[config.mk]
export PLATFORM = sky130hd
export DESIGN_NAME = gcd_ctrl
export DESIGN_NICKNAME = d
export VERILOG_FILES = /design/src/rtl/gcd_ctrl.sv
export SDC_FILE = /design/constraint.sdc
export NUM_CORES = 1
export LEC_CHECK = 0
export ABC_AREA = 1
export CAP_MARGIN = 20
export CORE_AREA = 2 2 39 41
export CTS_BUF_LIST = sky130_fd_sc_hd__clkbuf_16
export DETAILED_ROUTE_END_ITERATION = 10
export DIE_AREA = 0 0 41 43
export PLACE_DENSITY = 0.76
export SETUP_SLACK_MARGIN = 0.2
export SKIP_LAST_GASP = 1
export SYNTH_ARGS = -nofsm -noshare
export SYNTH_HDL_FRONTEND = slang
export SYNTH_SLANG_ARGS = --single-unit
[constraint.sdc]
create_clock -name clk -period 2 [get_ports clk]
set_input_delay 0.6 -clock clk [delete_from_list [all_inputs] [get_ports clk]]
set_output_delay 0.6 -clock clk [all_outputs]
set_load 0.01 [all_outputs]
[src/rtl/gcd_ctrl.sv]
// gcd_ctrl -- control FSM for a subtract-based GCD datapath.
//
// The datapath holds a_reg/b_reg and reports lt (a_reg < b_reg) and
// eq (a_reg == b_reg). This controller loads both registers, then issues
// one subtract per cycle (larger minus smaller) until they are equal, and
// finally drives the result select for a one-cycle done pulse. A zero
// operand or a run exceeding MAX_ITER subtracts ends in a one-cycle err.
//
// Ports
//   clk, rst        clock (rising edge), synchronous active-high reset
//   start           request a run; accepted only while ready=1
//   data_A, data_B  operands, sampled with start (zero check only)
//   lt, eq          datapath compare status
//   ldA, ldB        datapath register loads
//   sel             subtract select: 0 = b-=a, 1 = a-=b
//   out             datapath result-drive select
//   strt            datapath compute enable
//   ready           idle, start accepted
//   done, err       one-cycle completion / error pulses
//   iter            subtract steps taken in the last run (saturating)
//
// state  | meaning
// -------+-------------------------------------------------------------
// IDLE   | waiting for start; ready=1
// LOAD   | load both datapath registers
// CALC   | one subtract per cycle until eq, or timeout at MAX_ITER
// DONE   | result valid on datapath, done pulse
// ERR    | zero operand or timeout, err pulse

module gcd_ctrl #(
    parameter int MAX_ITER = 15
) (
    input  logic       clk,
    input  logic       rst,
    input  logic       start,
    input  logic [3:0] data_A,
    input  logic [3:0] data_B,
    input  logic       lt,
    input  logic       eq,
    output logic       ldA,
    output logic       ldB,
    output logic       sel,
    output logic       out,
    output logic       strt,
    output logic       ready,
    output logic       done,
    output logic       err,
    output logic [3:0] iter
);

    // iter is 4 bits wide, so a limit above 15 could never be reached.
    localparam logic [3:0] ITER_LIM = (MAX_ITER > 15) ? 4'hF : 4'(MAX_ITER);

    typedef enum logic [2:0] {
        S_IDLE,
        S_LOAD,
        S_CALC,
        S_DONE,
        S_ERR
    } state_t;

    state_t     r_state;
    logic [3:0] r_iter;
    logic       w_zero_op;
    logic       w_timeout;

    assign w_zero_op = (data_A == 4'd0) || (data_B == 4'd0);
    // Timeout is checked before a subtract is issued, so exactly
    // ITER_LIM subtracts happen before the run is abandoned.
    assign w_timeout = (r_state == S_CALC) && !eq && (r_iter == ITER_LIM);

    always_ff @(posedge clk) begin
        if (rst) begin
            r_state <= S_IDLE;
            r_iter  <= 4'd0;
        end else begin
            case (r_state)
                S_IDLE: begin
                    if (start) begin
                        if (w_zero_op) begin
                            r_state <= S_ERR;
                        end else begin
                            r_state <= S_LOAD;
                            r_iter  <= 4'd0;
                        end
                    end
                end
                S_LOAD: r_state <= S_CALC;
                S_CALC: begin
                    if (eq) begin
                        r_state <= S_DONE;
                    end else if (w_timeout) begin
                        r_state <= S_ERR;
                    end else if (r_iter != 4'hF) begin
                        r_iter <= r_iter + 4'd1;
                    end
                end
                S_DONE:  r_state <= S_IDLE;
                S_ERR:   r_state <= S_IDLE;
                default: r_state <= S_IDLE;
            endcase
        end
    end

    // Moore decode, except CALC where the subtract direction and result
    // select follow the live datapath compare.
    always_comb begin
        ldA   = 1'b0;
        ldB   = 1'b0;
        sel   = 1'b0;
        out   = 1'b0;
        strt  = 1'b0;
        ready = 1'b0;
        done  = 1'b0;
        err   = 1'b0;
        case (r_state)
            S_IDLE: ready = 1'b1;
            S_LOAD: begin
                ldA = 1'b1;
                ldB = 1'b1;
            end
            S_CALC: begin
                strt = !w_timeout;
                out  = eq;
                sel  = !eq && !lt && !w_timeout;
            end
            S_DONE: begin
                strt = 1'b1;
                out  = 1'b1;
                done = 1'b1;
            end
            S_ERR:   err = 1'b1;
            default: ready = 1'b0;
        endcase
    end

    assign iter = r_iter;

endmodule

==> reports/qor.txt, run 1 <==
number of diodes = 0
top cell type's share of synthesized area = 28.0%
Synth Area in XOR/XNOR = 0%
Area Growth Syn to Fin = 88.3%
main combinational cell family by area after synthesis = simple AND/OR/NAND/NOR gates
HP Start = iter[3]$_SDFFE_PP0P_
# DRC = 0
synthesized area per cell = 6.26 um^2
Reg clk slew, reported paths = 0.04 ns
clk_skew = 0.00192 ns
Place WS = -0.553 ns
Sw Pwr = 0.336 mW
Arr. time, crit path = 1.18 ns
Design Area, Final = 942 um^2
clock sinks = 7
Die W = 41 um
Worst Tran Pin Value = 0.204 ns
vias in the first global route = 609
synth top area cells = dfxtp_1, nand2_1, nor2_1
fmax = 561 MHz
power per cell area = 1030 nW/um^2
routed vias = 675
Int Pwr = 0.631 mW
power share of the clock group = 35.3%
Routed Antenna Nets = 0
WL/cell = 11.9 um
flops & latches, synth = 7
crit-path max FO = 3
Ports = 25
Worst slew margin = 86.3%
core area = 1380 um^2
post-route setup slack = 0.218 ns
Req. time, crit path = 1.40 ns
Vias/cell = 4.93
max-slew violation count = 0
Root Buffer = clkbuf_16
Mapped Area = 500 um^2
placed cell areas = 851 um^2
Worst path max stage delay = 0.33 ns
Chip Height = 43 um
Max stage delay cell, worst path = dfxtp_1
DP HPWL = 1.20 mm
Seq pwr share = 20.5%
Switching Share = 34.8%
sequential share of the synthesized area = 28.0%
routability cong. = 0.800
layout cell share with drive strength beyond 1 = 33.9%
Synth Area in Simple Gates = 50.5%
die area = 1760 um^2
Comb pwr share = 44.2%
GRT Util Overall = 20.3%
DRT iter0 DRCs = 18
Synth area leader = dfxtp_1
worst path cell trace = ha_2 > nand3_4 > nor2_2 > a21oi_1 > buf_2
maxcap violations = 0
Critical Path Sink Type = primary output
worst r2r src = iter[1]$_SDFFE_PP0P_
Routed WL = 1.63 mm
largest net degree at the start of global routing = 7
CP Launch Type = flip-flop
Hold WS = 0.563 ns
mux cell area share after synthesis = 0%
CTS tree = built
nets = 136
compound-gate portion of the synthesized area = 9.25%
first-pass GRT wire length = 2.40 mm
Cell variety after synth = 22
maximum root-to-sink buffer count = 2
worst hold path class = reg2reg
Leak = 0.485 nW
final hold viol count = 0
synth warn = 0
Mapped Cells = 80
RSZ-0062 raised after global routing = yes
min Tclk post-route = 1.78 ns
row count = 14
GRT overflow = 0
Core Util, Final = 68.1%
initial antenna violation count = 0
Initial Utilization = 36.2%
outcome = completed
Clock Latency Late Sink = 0.23 ns
Syn Nets = 94
Adder-Cell Fraction of Synth Area = 2.50%
DR pass1 iterations = 4
Final Cycle Share = 89.1%
Critical path origin = iter[0]$_SDFFE_PP0P_
TritonCTS buffer count = 3
Critical Setup Path Class = reg2out
Final Setup Violations = 0
I/O Buffers = 24
H-tree lvl count = 1
VDD IR max = 547 uV
-- logic make-up after synthesis --
| logic type | count (synthesis) |
|---|---|
| and+or+nand+nor | 52 |
| AOI/OAI and AO/OA | 8 |
| adders and majority gates | 1 |
| DFF | 7 |
| buffers and inverters | 12 |
-- critical path: cells and delay by family (launching register included) --
family,cells,cell delay [ns]
flops,1,0.33
fa+ha+maj,1,0.21
simple gates,2,0.21
buf+inv,1,0.13
compound gates,1,0.06
-- sequential cells by signal, indices dropped and copies added, names as in the netlist --
signal and flops:
r_state 3, iter 4
-- cells in the mapped netlist --
library cell	n
nand4_1	2
nand2_4	2
nor2_4	1
nand3b_1	1
o21a_1	1
nor2_1	15
a31oi_1	1
nand3_1	4
dfxtp_1	7
nor3_1	2
nand2_2	3
nor2_2	1
inv_1	9
nand2_1	19
o21ai_0	1
a211oi_1	1
buf_4	1
ha_1	1
a21oi_1	4
or2_1	1
nand3_2	1
inv_2	2
-- routing by layer --
metal	global-route usage (%)	up-vias	part of all wire [%]
met5	0	-	0
met3	3.14	4	7.4
met1	22.6	303	40
met4	10.0	0	1.4
li1	-	338	-
met2	34.7	30	51
-- power by group through the flow --
stage / combinational [mW] / sequential (mW) / clock (mW)
floorplan: 0.221 / 0.207 / 0
global placement: 0.434 / 0.191 / 0
detailed placement: 0.448 / 0.193 / 0
CTS: 0.428 / 0.195 / 0.347
global route: 0.469 / 0.201 / 0.351
finish: 0.427 / 0.198 / 0.342
-- final timing paths --
kind                                              to  slack, ns  cells past startpoint
worst max-delay path                            strt       0.22                      5
worst min register to register  iter[3]$_SDFFE_PP0P_       0.56                      2
worst max register to register  iter[3]$_SDFFE_PP0P_       0.66                     10
worst min-delay path            iter[3]$_SDFFE_PP0P_       0.56                      2
-- placed cells by master, fill, tap and decap left out --
cell             Yosys  routed
dfxtp_1              7       5
nor2_1              15      14
o21ai_0              1       1
nor2_2               1       1
nor3_1               2       2
dfxtp_2              0       2
dlymetal6s2s_1       0       1
buf_4                1      13
nor2_4               1       2
ha_2                 0       1
buf_2                0       4
clkbuf_2             0       2
a21oi_1              4       4
nand2_4              2       2
clkdlybuf4s50_1      0      10
o21a_1               1       1
clkdlybuf4s15_1      0       2
inv_1                9       8
buf_6                0       1
nand3_1              4       3
dlygate4sd2_1        0       5
nand2_1             19      18
a31oi_1              1       1
nand4_1              2       2
clkbuf_16            0       3
nand3_4              0       2
inv_2                2       4
nand2_2              3       4
a211oi_1             1       1
or2_1                1       1
nand3b_1             1       1
-- stage by stage --
step	power (mW)	cells	TNS [ns]
2_1_floorplan	0.428	80	0
4_1_cts	0.970	136	0
5_1_grt	1.02	137	0
3_3_place_gp	0.625	132	-1.44
6_report	0.967	137	0
3_5_place_dp	0.642	132	-1.51
-- area by class of cell --
type / instances / area, um^2
repair buffers: 38 / 315
clock inverters: 1 / 3.75
fillers: 115 / 442
clock buffers: 3 / 75.1
multi-input cells: 61 / 344
well taps: 16 / 20.0
flip-flops and latches: 7 / 143
inverters: 11 / 41.3
-- what timing repair did --
action | 4_1_cts | 5_1_grt
gates resized for setup | 33 | 11
pin swaps | 1 | 3
hold buffers | 0 | 0
setup endpoints to repair | 11 | 7
buffers inserted | 0 | 1
No activity file was read; power rests on OpenSTA's default activity.
==> inputs of run 2 (changes only) <==
- CORE_AREA: 2 2 39 41 -> 4 4 41 43
- DIE_AREA: 0 0 41 43 -> 0 0 45 47
==> reports/qor.txt, run 2 (synthesis results as in run 1) <==
die area = 2120 um^2 (+20%)
most frequent cells in the layout = nand2_1, nor2_1, buf_4
Ports = 25 (unchanged)
number of diodes = 0 (unchanged)
Critical path origin = iter[3]$_SDFFE_PP0P_
Sw Pwr = 0.333 mW (-1.0%)
Worst R2R End = iter[1]$_SDFFE_PP0P_
first-pass GRT wire length = 2.68 mm (+11%)
Worst slew margin = 83.9% (-2.4 points)
register-to-register path setup slack = 0.74 ns (+0.08 ns)
Leak = 0.459 nW (-5.3%)
GRT Util Overall = 18.0% (-2.3 points)
Max stage delay cell, worst path = clkdlybuf4s50_1
CTS tree = built
max-slew violation count = 0 (unchanged)
reg2reg path depth = 8 (-2)
Clock Latency Late Sink = 0.23 ns (about the same)
worst r2r src = r_state[0]$_SDFFE_PP0P_
clock sinks = 7 (unchanged)
VDD IR max = 747 uV (+37%)
Root Buffer = clkbuf_16
maxcap violations = 0 (unchanged)
worst path cell trace = clkdlybuf4s50_1
met2 Usage GRT = 32.2% (-2.5 points)
Die W = 45 um (+9.8%)
GRT overflow = 0 (unchanged)
Critical Path Sink Type = primary output
Req. time, crit path = 1.40 ns (about the same)
routed vias = 657 (-2.7%)
commonest non-fill, non-tap cell in the layout = nand2_1
Critical Setup Path Class = reg2out
DP HPWL = 1.18 mm (-1.5%)
RSZ-0062 raised after global routing = yes
grt met1 use = 18.8% (-3.8 points)
Final Cycle Share = 89.6% (+0.51 points)
nets = 134 (-1.5%)
Final TNS setup = 0 ns (unchanged)
Int Pwr = 0.629 mW (-0.33%)
power share of the clock group = 34.9% (-0.4 points)
Arr. time, crit path = 1.19 ns (about the same)
clk_skew = 0.00209 ns (+0.000164 ns)
Worst Tran Pin Value = 0.239 ns (+0.0348 ns)
Initial Utilization = 38.5% (+2.3 points)
H-tree lvl count = 1 (unchanged)
Final Setup Violations = 0 (unchanged)
Reg clk slew, reported paths = 0.04 ns (about the same)
# DRC = 0 (unchanged)
Seq pwr share = 20.6% (about the same)
initial antenna violation count = 0 (unchanged)
family with the most delay on the worst path = buffers and inverters
I/O Buffers = 24 (unchanged)
fmax = 558 MHz (-0.56%)
TritonCTS buffer count = 3 (unchanged)
row count = 13 (-1)
Worst Setup EP = iter[3]
maximum root-to-sink buffer count = 2 (unchanged)
Switching Share = 34.6% (-0.16 points)
DR pass1 iterations = 6 (+2)
Core Util, Final = 69.4% (+1.3 points)
number of flip-flops under the largest register name = 4 (unchanged)
final hold viol count = 0 (unchanged)
Crit path buffers/inverters = 1 (unchanged)
Routed Antenna Nets = 0 (unchanged)
stages on the worst setup path = 1 (-4)
Comb pwr share = 44.4% (+0.2 points)
Area Growth Syn to Fin = 80.5%
crit-path max FO = 4 (+1)
layout cell share with drive strength beyond 1 = 34.5% (+0.57 points)
min Tclk post-route = 1.79 ns (+0.0101 ns)
Worst path max stage delay = 0.57 ns (+0.24 ns)
Routed WL = 1.71 mm (+5.0%)
DRT iter0 DRCs = 24 (+6)
worst hold path class = reg2reg
Vias/cell = 4.90 (-0.49%)
GR Util met3 = 7.66% (+4.5 points)
GR peak layer = met2
routability cong. = 0.867 (+8.3%)
outcome = completed
Chip Height = 47 um (+9.3%)
power per cell area = 1060 nW/um^2 (+3.7%)
vias in the first global route = 616 (+1.1%)
core area = 1300 um^2 (-6.0%)
WL/cell = 12.7 um (+7.3%)
largest net degree at the start of global routing = 7 (unchanged)
CP Launch Type = flip-flop
run 2: cell types whose count changed in the layout (fill, tap and decap cells not counted), sizes merged:
cell           change
clkdlybuf4s15      -2
dlygate4sd2        +1
dlymetal6s2s       -1
clkdlybuf4s50      +1
buf                -1
run 2: how the worst min path moves through the flow:
| stage | start | end | cells after the start |
|---|---|---|---|
| 2_1_floorplan | r_state[0]$_SDFFE_PP0P_ | r_state[1]$_SDFFE_PP0P_ | 2 |
| 3_3_place_gp | iter[3]$_SDFFE_PP0P_ | iter[3]$_SDFFE_PP0P_ | 2 |
| 3_5_place_dp | iter[3]$_SDFFE_PP0P_ | iter[3]$_SDFFE_PP0P_ | 2 |
| 4_1_cts | iter[3]$_SDFFE_PP0P_ | iter[3]$_SDFFE_PP0P_ | 2 |
| 5_1_grt | iter[3]$_SDFFE_PP0P_ | iter[3]$_SDFFE_PP0P_ | 2 |
| 6_report | iter[3]$_SDFFE_PP0P_ | iter[3]$_SDFFE_PP0P_ | 2 |
run 2: timing repair:
action	in CTS	in global routing
hold buffers	0	0
setup buffers	2	0
resized for setup	32	10
pin swaps	3	3
endpoints found under the setup margin	11	5
run 2: layout make-up:
cell class | count | area (um^2)
Multi-Input combinational cell | 61 | 334
Timing Repair Buffer | 36 | 288
Fill cell | 117 | 398
Inverter | 11 | 41.3
Clock inverter | 1 | 3.75
Clock buffer | 3 | 75.1
Sequential cell | 7 | 143
Tap cell | 15 | 18.8
run 2: power groups by stage:
| stage | combinational [mW] | clock [mW] | sequential, mW |
|---|---|---|---|
| 2_1_floorplan | 0.221 | 0 | 0.207 |
| 3_5_place_dp | 0.437 | 0 | 0.193 |
| 4_1_cts | 0.424 | 0.336 | 0.194 |
| 6_report | 0.427 | 0.336 | 0.198 |
| 3_3_place_gp | 0.432 | 0 | 0.191 |
| 5_1_grt | 0.472 | 0.349 | 0.202 |
run 2: routing by layer:
layer  up-vias  routed length, um
li1        331                  -
met1       298                638
met2        24                885
met3         4                162
met4         0                 21
met5         -                  0
run 2: stage by stage:
step	power [mW]	hold slack, ns	setup WS (ns)	cell area (um^2)	cells
3_3_place_gp	0.624	0.506	-0.522	827	128
4_1_cts	0.955	0.531	0.184	908	134
5_1_grt	1.02	0.576	0.155	903	134
6_report	0.961	0.549	0.208	903	134
3_5_place_dp	0.630	0.515	-0.552	827	128
2_1_floorplan	0.428	0.510	0.430	500	80
